**src/rtl/step_controller_pkg.sv**
```systemverilog
// Shared types and constants for the step controller: debounce state encoding,
// default timing parameters and counter widths.
package step_ctrl_pkg;

  localparam int     DEBOUNCE_CYCLES_DEF = 500000;
  localparam longint RUN_DIV_DEF         = 64'd50000000;

  localparam int CNT_W      = 24;
  localparam int PRESCALE_W = 32;
  localparam int STEP_W     = 16;
  localparam int SW_W       = 3;

  typedef enum logic [1:0] {
    IDLE,
    PRESS_CHK,
    HELD,
    REL_CHK
  } deb_state_t;

endpackage

```
**src/rtl/step_controller_if.sv**
```systemverilog
// Front-panel bundle between the board pins/testbench and the step controller.
interface step_controller_if;
  import step_ctrl_pkg::*;

  logic              btn_step;
  logic [SW_W-1:0]   sw_raw;
  logic              run_mode;
  logic              step_pulse;
  logic [SW_W-1:0]   switches_sync;
  logic [STEP_W-1:0] step_count;

  modport master (
    output btn_step, sw_raw, run_mode,
    input  step_pulse, switches_sync, step_count
  );

  modport slave (
    input  btn_step, sw_raw, run_mode,
    output step_pulse, switches_sync, step_count
  );

endinterface

```
**src/rtl/step_controller_debouncer.sv**
```systemverilog
// Step-button synchronizer and debounce FSM; press_evt is high for one cycle
// (combinationally, from registered state) when a press has been qualified.
module btn_debouncer
  import step_ctrl_pkg::*;
#(
  parameter int DEBOUNCE_CYCLES = DEBOUNCE_CYCLES_DEF
) (
  input  logic clk,
  input  logic reset,
  input  logic btn_raw,
  output logic press_evt
);

  localparam logic [CNT_W-1:0] CNT_LAST = CNT_W'(DEBOUNCE_CYCLES - 1);

  logic [1:0]       sync_q;
  logic             btn_s;
  deb_state_t       state, state_nxt;
  logic [CNT_W-1:0] cnt, cnt_nxt;

  always_ff @(posedge clk) begin
    if (reset) begin
      sync_q <= '0;
    end else begin
      sync_q <= {sync_q[0], btn_raw};
    end
  end

  assign btn_s = sync_q[1];

  always_ff @(posedge clk) begin
    if (reset) begin
      state <= IDLE;
      cnt   <= '0;
    end else begin
      state <= state_nxt;
      cnt   <= cnt_nxt;
    end
  end

  // A press fires once on entry to HELD; a bounce back during release returns to HELD silently.
  always_comb begin
    state_nxt = state;
    cnt_nxt   = cnt;
    press_evt = 1'b0;
    unique case (state)
      IDLE: begin
        if (btn_s) begin
          state_nxt = PRESS_CHK;
          cnt_nxt   = '0;
        end
      end
      PRESS_CHK: begin
        if (!btn_s) begin
          state_nxt = IDLE;
        end else if (cnt == CNT_LAST) begin
          state_nxt = HELD;
          press_evt = 1'b1;
        end else begin
          cnt_nxt = cnt + CNT_W'(1);
        end
      end
      HELD: begin
        if (!btn_s) begin
          state_nxt = REL_CHK;
          cnt_nxt   = '0;
        end
      end
      REL_CHK: begin
        if (btn_s) begin
          state_nxt = HELD;
        end else if (cnt == CNT_LAST) begin
          state_nxt = IDLE;
        end else begin
          cnt_nxt = cnt + CNT_W'(1);
        end
      end
      default: begin
        state_nxt = IDLE;
      end
    endcase
  end

endmodule

```
**src/rtl/step_controller.sv**
```systemverilog
// Step controller: debounced single-cycle step enable, switch sync and step counter.
// Define STEP_CONTROLLER_AUTO_RUN_EN to build the run_mode auto-step prescaler.
module step_controller
  import step_ctrl_pkg::*;
#(
  parameter int     DEBOUNCE_CYCLES = DEBOUNCE_CYCLES_DEF,
  parameter longint RUN_DIV         = RUN_DIV_DEF
) (
  input logic              clk,
  input logic              reset,
  step_controller_if.slave bus
);

  localparam logic [PRESCALE_W-1:0] RUN_TERM = PRESCALE_W'(RUN_DIV - 1);

  logic              btn_evt;
  logic              pulse_nxt;
  logic              step_pulse_q;
  logic [SW_W-1:0]   sw_meta;
  logic [SW_W-1:0]   sw_sync;
  logic [STEP_W-1:0] count_q;

  btn_debouncer #(
    .DEBOUNCE_CYCLES(DEBOUNCE_CYCLES)
  ) u_deb (
    .clk      (clk),
    .reset    (reset),
    .btn_raw  (bus.btn_step),
    .press_evt(btn_evt)
  );

`ifdef STEP_CONTROLLER_AUTO_RUN_EN
  logic                  run_meta;
  logic                  run_s;
  logic                  run_fire;
  logic [PRESCALE_W-1:0] pre_q;

  always_ff @(posedge clk) begin
    if (reset) begin
      run_meta <= 1'b0;
      run_s    <= 1'b0;
    end else begin
      run_meta <= bus.run_mode;
      run_s    <= run_meta;
    end
  end

  assign run_fire = run_s && (pre_q == RUN_TERM);

  // Leaving run mode parks the prescaler at zero so the next run starts a full period.
  always_ff @(posedge clk) begin
    if (reset || !run_s || run_fire) begin
      pre_q <= '0;
    end else begin
      pre_q <= pre_q + PRESCALE_W'(1);
    end
  end

  always_comb begin
    pulse_nxt = btn_evt;
    if (run_s) begin
      pulse_nxt = run_fire;
    end
  end
`else
  logic [PRESCALE_W:0] unused_run;
  assign unused_run = {bus.run_mode, RUN_TERM};

  always_comb begin
    pulse_nxt = btn_evt;
  end
`endif

  always_ff @(posedge clk) begin
    if (reset) begin
      step_pulse_q <= 1'b0;
      count_q      <= '0;
      sw_meta      <= '0;
      sw_sync      <= '0;
    end else begin
      step_pulse_q <= pulse_nxt;
      count_q      <= count_q + STEP_W'(step_pulse_q);
      sw_meta      <= bus.sw_raw;
      sw_sync      <= sw_meta;
    end
  end

  assign bus.step_pulse    = step_pulse_q;
  assign bus.switches_sync = sw_sync;
  assign bus.step_count    = count_q;

endmodule

```
**src/flat_wrapper.sv**
```systemverilog
// flat-port wrapper written by rule: the top's interface ports become plain ports
module step_controller_flat import step_ctrl_pkg::*;
#(
  parameter int     DEBOUNCE_CYCLES = DEBOUNCE_CYCLES_DEF,
  parameter longint RUN_DIV         = RUN_DIV_DEF
)
  (clk, reset, bus_btn_step, bus_sw_raw, bus_run_mode, bus_step_pulse, bus_switches_sync, bus_step_count);
  step_controller_if bus_i ();
  input logic clk;
  input logic reset;
  input wire logic [$bits(bus_i.btn_step)-1:0] bus_btn_step;
  input wire logic [$bits(bus_i.sw_raw)-1:0] bus_sw_raw;
  input wire logic [$bits(bus_i.run_mode)-1:0] bus_run_mode;
  output wire logic [$bits(bus_i.step_pulse)-1:0] bus_step_pulse;
  output wire logic [$bits(bus_i.switches_sync)-1:0] bus_switches_sync;
  output wire logic [$bits(bus_i.step_count)-1:0] bus_step_count;
  assign bus_i.btn_step = bus_btn_step;
  assign bus_i.sw_raw = bus_sw_raw;
  assign bus_i.run_mode = bus_run_mode;
  assign bus_step_pulse = bus_i.step_pulse;
  assign bus_switches_sync = bus_i.switches_sync;
  assign bus_step_count = bus_i.step_count;
  step_controller #(.DEBOUNCE_CYCLES(DEBOUNCE_CYCLES), .RUN_DIV(RUN_DIV)) u_core (.clk(clk), .reset(reset), .bus(bus_i));
endmodule
```
**config.mk**
```make
export PLATFORM = sky130hd
export DESIGN_NAME = step_controller_flat
export DESIGN_NICKNAME = d
export VERILOG_FILES = /design/src/rtl/step_controller_pkg.sv /design/src/rtl/step_controller_if.sv /design/src/rtl/step_controller_debouncer.sv /design/src/rtl/step_controller.sv /design/src/flat_wrapper.sv
export SDC_FILE = /design/constraint.sdc
export NUM_CORES = 1
export LEC_CHECK = 0
export CORE_MARGIN = 1.5
export CORE_UTILIZATION = 35
export DETAILED_ROUTE_END_ITERATION = 8
export MAX_ROUTING_LAYER = met4
export SLEW_MARGIN = 20
export SYNTH_ARGS = -nofsm -noshare
export SYNTH_HDL_FRONTEND = slang
export SYNTH_SLANG_ARGS = --single-unit
```
**constraint.sdc**
```tcl
create_clock -name clk -period 5.1 [get_ports clk]
set_clock_uncertainty 0.15 [all_clocks]
set_input_delay 1.275 -clock clk [delete_from_list [all_inputs] [get_ports clk]]
set_output_delay 1.275 -clock clk [all_outputs]
set_load 0.02 [all_outputs]
```
* Word-level counts from Yosys, hierarchy flattened *
Cells that the tools add are included.

word-level totals
  word-level logic and storage cells = 39
  bits of input ports = 7
  output and inout bits = 20
  flip-flop bits (word level) = 51

cells by class
  eq/ne operators = 10
  mux-type cells = 14
  add/sub/neg operators = 2
  bitwise gates (word level) = 2
  reduce and logical (&&, ||, !) cells = 4

operator list
  cell                                                                count
  24-bit two-way mux                                                  5
  24-bit case mux with 4 select lines                                 1
  24-bit by 1-bit adder with 24-bit output (second input constant)    1
  24-bit by 19-bit == test with 1-bit output (second input constant)  1
  16-bit by 1-bit adder with 16-bit output                            1
  2-bit two-way mux                                                   6
  2-bit != test (second input constant)                               4
  2-bit case mux with 4 select lines                                  1
  4-bit AND reduction                                                 2
  3-bit != test (second input constant)                               2
  2-bit == test (second input constant)                               2
  3-bit OR reduction                                                  1
  2-bit by 1-bit == test with 1-bit output (second input constant)    1
  2-bit zero test                                                     1
  1-bit inverter                                                      2
  1-bit two-way mux                                                   1

* Depth between registers and ports, before layout *
  depth in word-level cells = 4
  depth in mapped cells = 8
  gate-level depth less buffers = 7

* Cells and area by module *
A second synthesis with hierarchy kept.

unflattened totals
  cell total of the unflattened synthesis = 259
  area total of the unflattened synthesis = 2294.7 sq um

by module, submodules not included
  module           cells an instance  area an instance (sq um)  times used  sequential area each (sq um)
  btn_debouncer    164                1380.1                    1           560.5
  step_controller  95                 914.6                     1           460.4

* Worst setup path before layout *
No wires, ideal clock.

  path kind = input port to flip-flop
  from = input reset
  to = register u_core.u_deb.cnt[16]
  path buffers = 1
  cell stages on the path = 3
  arrival time = 1874 ps
  slack = 3005 ps
  required time = 4879 ps
  setup time = 71 ps
  path through = or2_2 clkbuf_1 a21oi_1

RTL lines
  item                  RTL line                         RTL
  start, declared       flat_wrapper.sv:10               input logic reset;
  end signal, assigned  step_controller_debouncer.sv:37  cnt <= cnt_nxt;
  end, declared         step_controller_debouncer.sv:19  logic [CNT_W-1:0] cnt, cnt_nxt;

* Worst setup path after layout *
  from = register u_core.count_q[2], in the netlist u_core.bus.step_count[2]
  to = output bus_step_count[2]

RTL lines
  item                    RTL line               RTL
  start, declared         step_controller.sv:21  logic [STEP_W-1:0] count_q;
  start signal, assigned  step_controller.sv:82  count_q <= count_q + STEP_W'(step_pulse_q);
  end, declared           flat_wrapper.sv:16     output wire logic [$bits(bus_i.step_count)-1:0] bus_step_count;

No word-level cell between the ends.

==> impl_results.md <==
* Synthesized cell area at 0.002198 mm²
* Status: finished, final reports clean
* Cells after Synth at 245
* Vias at 1,728
* XOR/XNOR Fraction of Synth Area at 0.09960
* Worst slew pin tran at 0.6227 ns
* Total CTS buffers at 5
* Maximum vdd drop at 0.1492 mV
* Yosys reg bits at 51
* CP bufs+invs at 1
* Commonest non-fill, non-tap cell in the layout: dfxtp_1
* Area grow syn2layout at 17.99%
* Layout fillers at 618
* # clock sinks at 51
* Drt pass-1 iters at 5
* Multiplexer share of the synthesized area at 0.004553
* Worst setup EP type: output pin
* HPWL Detailed at 2679 µm
* Vias in the first global route at 1,498
* Final setup fails at 0
* DR WL/cell at 11.40 µm
* Die width at 82.25 µm
* Starting Density at 0.3670
* Core area at 0.005991 mm²
* Site Rows at 28
* Area of the multi-input gates at 0.001101 mm²
* First-pass GRT wire length at 6782 µm
* Asr flop ratio synth at 0
* Critical Path Source Type: flip-flop
* Via density per instance at 5.009
* RD Place Congestion at 0.7507
* RSZ-0062 raised after global routing: false
* Drt total wl at 3932 µm
* H-tree Lvls at 2
* Post-CTS sizing at 0
* Setup Crit Path Kind: flip-flop to output pin
* Top_reg_cell synth: dfxtp_1
* Post-Synth Adder-Cell Area at 0.01707
* Seq/Total Area, Yosys at 0.4644
* Die ar. at 0.006765 mm²
* Crit-path cells: clkdlybuf4s50_1
* Post-synth EDFFs at 0
* Total track usage at 0.1345
* Share of layout cells above drive strength 1 at 0.05926
* Total negative slack at 0 ns
* Buffers on Ports at 25
* Worst path slowest cell: clkdlybuf4s50_1
* Post-route ant nets at 0
* Pin count of the biggest net entering global routing at 32
* Worst hold path type: flip-flop to flip-flop
* Max incr delay on CP at 0.65 ns
* Leak at 0.8253 nW
* Final Net Count at 279
* CP delay by family, top: buffers and inverters
* Final core occ at 0.4330
* Hold Vio Cnt, Final at 0
* Max Cap Violations at 0
* DRC at 0
* I/O Pins at 27
* Global route overflow at 0
* Slew margin rel. at 0.5810
* Worst hold slack at 0.2962 ns
* Data arrival time of the worst path at 1.40 ns
* Power per cell area at 256.0 mW/mm²
* Skew-Pair Late Insertion Delay at 0.30 ns
* Simple-Gate Fraction of Synth Area at 0.3017
* Die Ht at 82.25 µm
* Commonest cells after routing, fill and taps aside: dfxtp_1, nor2_1, clkdlybuf4s50_1
* Synth Area in Compound Gates at 0.07797
* Hold_buf cts at 0
* Reg area at 0.001021 mm²
* FMAX at 0.3537 GHz
* Largest family of logic cells by synthesized area: simple AND/OR/NAND/NOR gates
* Synth Area per Inst at 8.973 µm²
* CP required at 3.67 ns
* Reg clk slew, reported paths at 0.10 ns
* Yosys warning count at 0
* Yosys cell types at 34
* CTS tree: yes
* Total setup buffers inserted after CTS at 0
* Final Cycle Share at 0.5543
* Diode count at 0
* Fin. max-slew vios at 0
* Initial antenna violation count at 0
* Mapped Nets at 255
* Clock Tree Buf Depth at 2
* Minimum clock period at 2.827 ns
* Detailed Route Iter0 Violations at 55
* Root Buffer Master: clkbuf_8
* CP Max Fanout at 6
## report_power, final
| part | switching [mW] | internal (mW) | total [mW] |
|---|---|---|---|
| combinational | 0.0123 | 0.00829 | 0.0206 |
| sequential | 0.00104 | 0.401 | 0.402 |
| clock | 0.141 | 0.100 | 0.241 |
## sequential cells by signal, summed over array words and instances, names as in the netlist, named ones only
signal                    cells
u_core.bus.switches_sync      3
u_core.sw_meta                3
u_core.bus.step_pulse         1
u_core.u_deb.sync_q           2
u_core.bus.step_count        16
u_core.u_deb.cnt             24
u_core.u_deb.state            1
## layer usage
layer | routed length [µm] | GRT usage | part of all wire | vias up
li1 | - | - | - | 909
met2 | 1691 | 0.2049 | 0.43 | 26
met4 | 30 | 0.03051 | 0.0076 | 0
met5 | 0 | - | 0 | -
met1 | 2063 | 0.1715 | 0.52 | 789
met3 | 147 | 0.04615 | 0.037 | 4
## cell type report
class                   instances  area share
multi-input cells             178      0.4245
clock inverters                 3    0.009648
well taps                      75     0.03618
inverters                       7     0.01013
clock buffers                   5     0.02653
repair buffers                 26     0.09937
flip-flops and latches         51      0.3936
## cells in the mapped netlist, types with 7 or more instances
library cell,number,area share
nand3_1,11,0.025
a21oi_1,15,0.034
inv_1,7,0.012
nand2_1,15,0.026
nor2_1,31,0.053
dfxtp_1,51,0.46
nor2b_1,10,0.028
nand4_1,9,0.026
or3_1,7,0.020
xnor2_1,15,0.060
o21ai_0,7,0.016
xor2_1,10,0.040
## kinds of logic (layout without fill, tap and decap cells)
family | after synthesis | after routing
adders and majority gates | 3 | 3
buffers and inverters | 16 | 41
muxes | 1 | 1
DFF | 51 | 51
xor gates and xnor gates | 25 | 25
AOI/OAI and AO/OA | 30 | 30
and+or+nand+nor | 119 | 119
## worst reg2reg max path, cell delays in order, from the launching register on
cell,delay (ns)
dfxtp_1,0.34
ha_1,0.23
and4_1,0.24
and3_4,0.19
a21o_1,0.40
or4_1,0.59
a21oi_1,0.15
## path summary, 6_finish.rpt
path,endpoint,start,slack (ns),depth (start not counted)
setup / recovery,bus_step_count[2],u_core.bus.step_count[2],2.27,1
hold / removal,u_core.bus.switches_sync[0],u_core.sw_meta[0],0.30,1
setup reg to reg,u_core.u_deb.cnt[22],u_core.u_deb.cnt[0],2.74,6
hold reg to reg,u_core.bus.switches_sync[0],u_core.sw_meta[0],0.30,1
## stage by stage
| stage | std cells | setup slack, ns | power, mW | cell area (µm²) |
|---|---|---|---|---|
| 2_1_floorplan | 245 | 3.005 | 0.4244 | 2198 |
| 3_3_place_gp | 337 | 2.218 | 0.4325 | 2500 |
| 3_5_place_dp | 337 | 2.206 | 0.4326 | 2500 |
| 4_1_cts | 345 | 2.258 | 0.6762 | 2594 |
| 5_1_grt | 345 | 2.179 | 0.7000 | 2594 |
| 6_report | 345 | 2.273 | 0.6641 | 2594 |
(Power assumes the default switching activity.)
==> patch 1: new RTL, same settings <==
The option `STEP_CONTROLLER_AUTO_RUN_EN` is turned on by a define.
--- a/src/rtl/step_controller.sv
+++ b/src/rtl/step_controller.sv
@@ -1,4 +1,6 @@
 // Step controller: debounced single-cycle step enable, switch sync and step counter.
 // Define STEP_CONTROLLER_AUTO_RUN_EN to build the run_mode auto-step prescaler.
+`define STEP_CONTROLLER_AUTO_RUN_EN
+
 module step_controller
   import step_ctrl_pkg::*;
Function: same outputs for any inputs over 10 cycles, from zero or initial values and one cycle with reset high; that may be too few to reach the edited logic, so the function may still have changed.
==> patch 1 against the unedited design <==
Sequential cell count up 34. Total power up 75%. Sequential share of layout area down 0.10 points. Synthesized area up 72%. Setup slack worse by 0.093 ns. Routed wire length up 89%. Final area up 67%. Via count up 75%. Critical endpoint is now u_core.u_deb.cnt[23].
==> patch 1: results (changes against the unedited design) <==
stage,metric,value,unit,change
status,outcome,"finished, final reports clean",,
layout,Final Instance Area,4334,um2,+67%
route,vias per std cell,5.091,,+1.6%
synthesis,Synth top cells by count,"dfxtp_1, nor2_1, nand3_1",,
timing,Slew headroom,41.31,%,-17 points
power,Worst IR Drop VDD,0.1085,mV,-27%
worst_setup_path,Worst Path Arrival,3.08,ns,+1.68 ns
synthesis,Synth area leaders,"dfxtp_1, nor2_1, xor2_1",,
synthesis,Synth Area in Compound Gates,5.568,%,-2.2 points
global_route,largest net degree at the start of global routing,29,,-9.4%
layout,final net count,467,,+67%
synthesis,"Distinct cells, synth",49,,+44%
synthesis,Synthesized Nets,441,,+73%
layout,Non-clock inverters,8,,+1
layout,total area of sequential cells,1702,um2,+67%
placed_design,dpl cell area,4140,um2,+66%
layout,Largest register FFs,32,,+33%
placed_design,buffers added on ports,26,,+4.0%
global_route,global-route wire length before repair,13.30,mm,+96%
layout,largest reg by FF count,u_core.pre_q,,
layout,multi-input logic area,1978,um2,+80%
worst_setup_path,flop-to-flop setup slack,2.62,ns,-0.12 ns
global_route,vias in the first global route,2905,,+94%
worst_setup_path,Critical Path Sink,u_core.u_deb.cnt[23],,
worst_setup_path,Critical Path Start,reset,,
synthesis,Synth Area per Inst,8.779,um2,-2.2%
worst_setup_path,critical-path maximum fanout,28,,+22
worst_setup_path,critical path's top delay family,simple AND/OR/NAND/NOR gates,,
worst_setup_path,R2R cell count,5,,-1
layout,nonclk buf count,27,,+3.8%
synthesis,sequential fraction of the synthesis area,45.08,%,-1.4 points
## patch 1: cell types whose count changed after synthesis, sizes merged, moves of 5 or more
cell | before | now
or3 | 7 | 15
nand2 | 15 | 31
and4 | 3 | 9
dfxtp | 51 | 85
o21ai | 7 | 12
xor2 | 10 | 26
nand3 | 12 | 32
xnor2 | 15 | 24
nand4 | 9 | 15
nor2 | 31 | 68
## patch 1: power breakdown
part / switching, mW / internal, mW
logic: 0.0148 / 0.0102
clock network: 0.242 / 0.223
registers: 0.00185 / 0.667
total: 0.259 / 0.901
## patch 1: through the flow
stage                     hold WS [ns]  total power [mW]  std cells  setup slack, ns  utilization, %
after global routing            0.3177             1.207        595            2.088           41.61
after CTS                       0.2978             1.173        595            2.173           41.54
after global placement          0.2755            0.7097        581            1.823           39.75
final                           0.2929             1.160        595            2.180           41.61
after floorplan                 0.2638            0.7013        430            2.803               -
after detailed placement        0.2777            0.7102        581            1.795           39.75
## patch 1: layer usage
| metal | global-route usage (%) | up-vias |
|---|---|---|
| met4 | 3.810 | 0 |
| met3 | 4.195 | 10 |
| met1 | 18.63 | 1431 |
| met2 | 23.12 | 36 |
| li1 | - | 1552 |
| met5 | - | - |
## patch 1: how the worst min path moves through the flow
stage	endpoint	slack [ns]	cells after the start
2_1_floorplan	u_core.bus.switches_sync[0]	0.26	1
5_1_grt	u_core.bus.switches_sync[0]	0.32	1
6_report	u_core.bus.switches_sync[0]	0.29	1
3_3_place_gp	u_core.bus.switches_sync[2]	0.28	1
3_5_place_dp	u_core.bus.switches_sync[0]	0.28	1
4_1_cts	u_core.bus.switches_sync[0]	0.30	1
==> patch 2: new RTL, config.mk and constraints unchanged <==
Made on the original files. Re-encode `deb_state_t` (4 states) as Gray code, 2 bits wide.
--- a/src/rtl/step_controller_pkg.sv
+++ b/src/rtl/step_controller_pkg.sv
@@ -12,8 +12,8 @@
 
   typedef enum logic [1:0] {
-    IDLE,
-    PRESS_CHK,
-    HELD,
-    REL_CHK
+    IDLE      = 2'b00,
+    PRESS_CHK = 2'b01,
+    HELD      = 2'b11,
+    REL_CHK   = 2'b10
   } deb_state_t;
 
Formal check against the unedited RTL: same outputs for any inputs over 10 cycles, from zero or initial values and one cycle with reset high; not proved beyond that.
==> patch 2 against the unedited design <==
Final area up 15%. Sequential cell count unchanged. Utilization down 2.1 points. Non-clock buffer count down 1. Setup slack worse by 0.12 ns. Routed wire length up 51%. Hold slack about the same. Synthesized area up 18%. Register-to-register slack worse by 0.59 ns. Critical path type is now reg -> reg.
Power is not compared: it rests on default switching activity, and its combinational part moved more than twofold at a synthesized area within 25%.
==> patch 2: results (changes against the unedited design) <==
stage,metric,value,unit,change
status,outcome,"finished, final reports clean",,
route,Pre-Repair DR Iteration Count,4,,-1
clock_tree,clk buf depth,2,,unchanged
clock_tree,post_cts resized,0,,unchanged
clock_tree,CTS root buf,clkbuf_8,,
hold_path,Hold/Removal Path Class,reg -> reg,,
synthesis,dominant synthesized flop cell,dfxtp_1,,
clock_tree,cts bufs inserted,5,,unchanged
clock_tree,Worst-Skew Late Latency,0.31,ns,
power,Worst IR Drop VDD,0.1058,mV,
layout,largest reg by FF count,u_core.u_deb.cnt,,
synthesis,Synth top cells by count,"dfxtp_1, a21oi_1, nor2_1",,
power,LEAKAGE,0.9456,nW,
route,initial DRC count,94,,+71%
clock_tree,# Post-CTS Setup Buffers,0,,unchanged
route,WL/cell,13.91,um,+22%
layout,Largest register FFs,24,,unchanged
global_route,global-route wire length before repair,9.860,mm,+45%
route,DRC Markers,0,,unchanged
synthesis,Synth area leaders,"dfxtp_1, a21oi_1, o21ai_0",,
layout,layout cell share with drive strength beyond 1,5.167,%,-0.76 points
layout,final net count,342,,+23%
global_route,largest net degree at the start of global routing,51,,+59%
hold_path,Worst Hold Depth,1,,unchanged
placed_design,GP Congestion,0.7963,,+6.1%
worst_setup_path,Worst path slowest cell,ha_1,,
worst_setup_path,CP max stage delay,0.68,ns,+0.03 ns
worst_setup_path,Worst Path Arrival,3.02,ns,+1.62 ns
worst_setup_path,R2R cell count,6,,unchanged
synthesis,Synthesized Nets,328,,+29%
clock_tree,CTS H-tree lvls,2,,unchanged
worst_setup_path,critical-path maximum fanout,18,,+12
clock_tree,clock-pin transition on the worst setup and hold timing paths,0.09,ns,
route,vias per std cell,5.495,,+9.7%
worst_setup_path,critical path's top delay family,simple AND/OR/NAND/NOR gates,,
synthesis,synth warn,0,,unchanged
synthesis,"Distinct cells, synth",44,,+29%
global_route,All-Layer GR Usage,16.40,%,+3.0 points
placed_design,buffers added on ports,25,,unchanged
timing,Slew headroom,32.67,%,-25 points
global_route,vias in the first global route,2097,,+40%
layout,diode count,0,,unchanged
placed_design,post-DP HPWL,3.957,mm,+48%
layout,# fillers,746,,+21%
synthesis,Async SR Flop Fraction,0,%,unchanged
synthesis,sequential fraction of the synthesis area,39.40,%,-7.0 points
==> patch 2: cells by family after synthesis <==
group,count (synthesis),synth area share (%)
adder cells (fa/ha/maj),7,3.380
XOR/XNOR,9,3.042
AO/OA/AOI/OAI,73,16.90
flip-flops,51,39.40
multiplexers,3,1.207
buffers and inverters,28,4.394
AND/OR/NAND/NOR,143,31.68
==> patch 2: where the power goes <==
part	switching, mW	total, mW	internal (mW)
sequential	0.00364	0.407	0.403
clock	0.140	0.235	0.0957
combinational	0.0497	0.0753	0.0256
==> patch 2: worst paths after layout <==
| path | startpoint | end | slack [ns] |
|---|---|---|---|
| max reg2reg | u_core.u_deb.state[0] | u_core.u_deb.cnt[18] | 2.15 |
| max | u_core.u_deb.state[0] | u_core.u_deb.cnt[18] | 2.15 |
| min | u_core.sw_meta[0] | u_core.bus.switches_sync[0] | 0.30 |
| min reg2reg | u_core.sw_meta[0] | u_core.bus.switches_sync[0] | 0.30 |
==> patch 2: final cells by class <==
type | instances | area share (%)
clock inverter | 3 | 0.6728
inverter | 10 | 1.262
clock buffer | 5 | 2.313
timing repair buffer | 25 | 8.242
tap | 99 | 4.163
multi-input combinational | 235 | 49.03
sequential | 51 | 34.31
==> patch 2: routing by layer <==
| layer | vias to the layer above | part of all wire, % | global-route usage, % |
|---|---|---|---|
| met5 | - | 0 | - |
| met4 | 0 | 1.3 | 5.315 |
| met3 | 8 | 3.8 | 3.047 |
| met2 | 51 | 46 | 26.31 |
| met1 | 1106 | 49 | 20.92 |
| li1 | 1187 | - | - |
==> patch 2: per-stage QoR <==
step	instance area (um2)	setup WS (ns)	instances	power, mW	hold WS (ns)
final	2975	2.153	428	0.7173	0.2959
after global routing	2975	1.902	428	0.7484	0.3110
after CTS	2975	2.171	428	0.7291	0.3034
after detailed placement	2887	2.220	420	0.4909	0.2780
after global placement	2887	2.252	420	0.4900	0.2677
after floorplan	2591	2.939	314	0.4699	0.2638
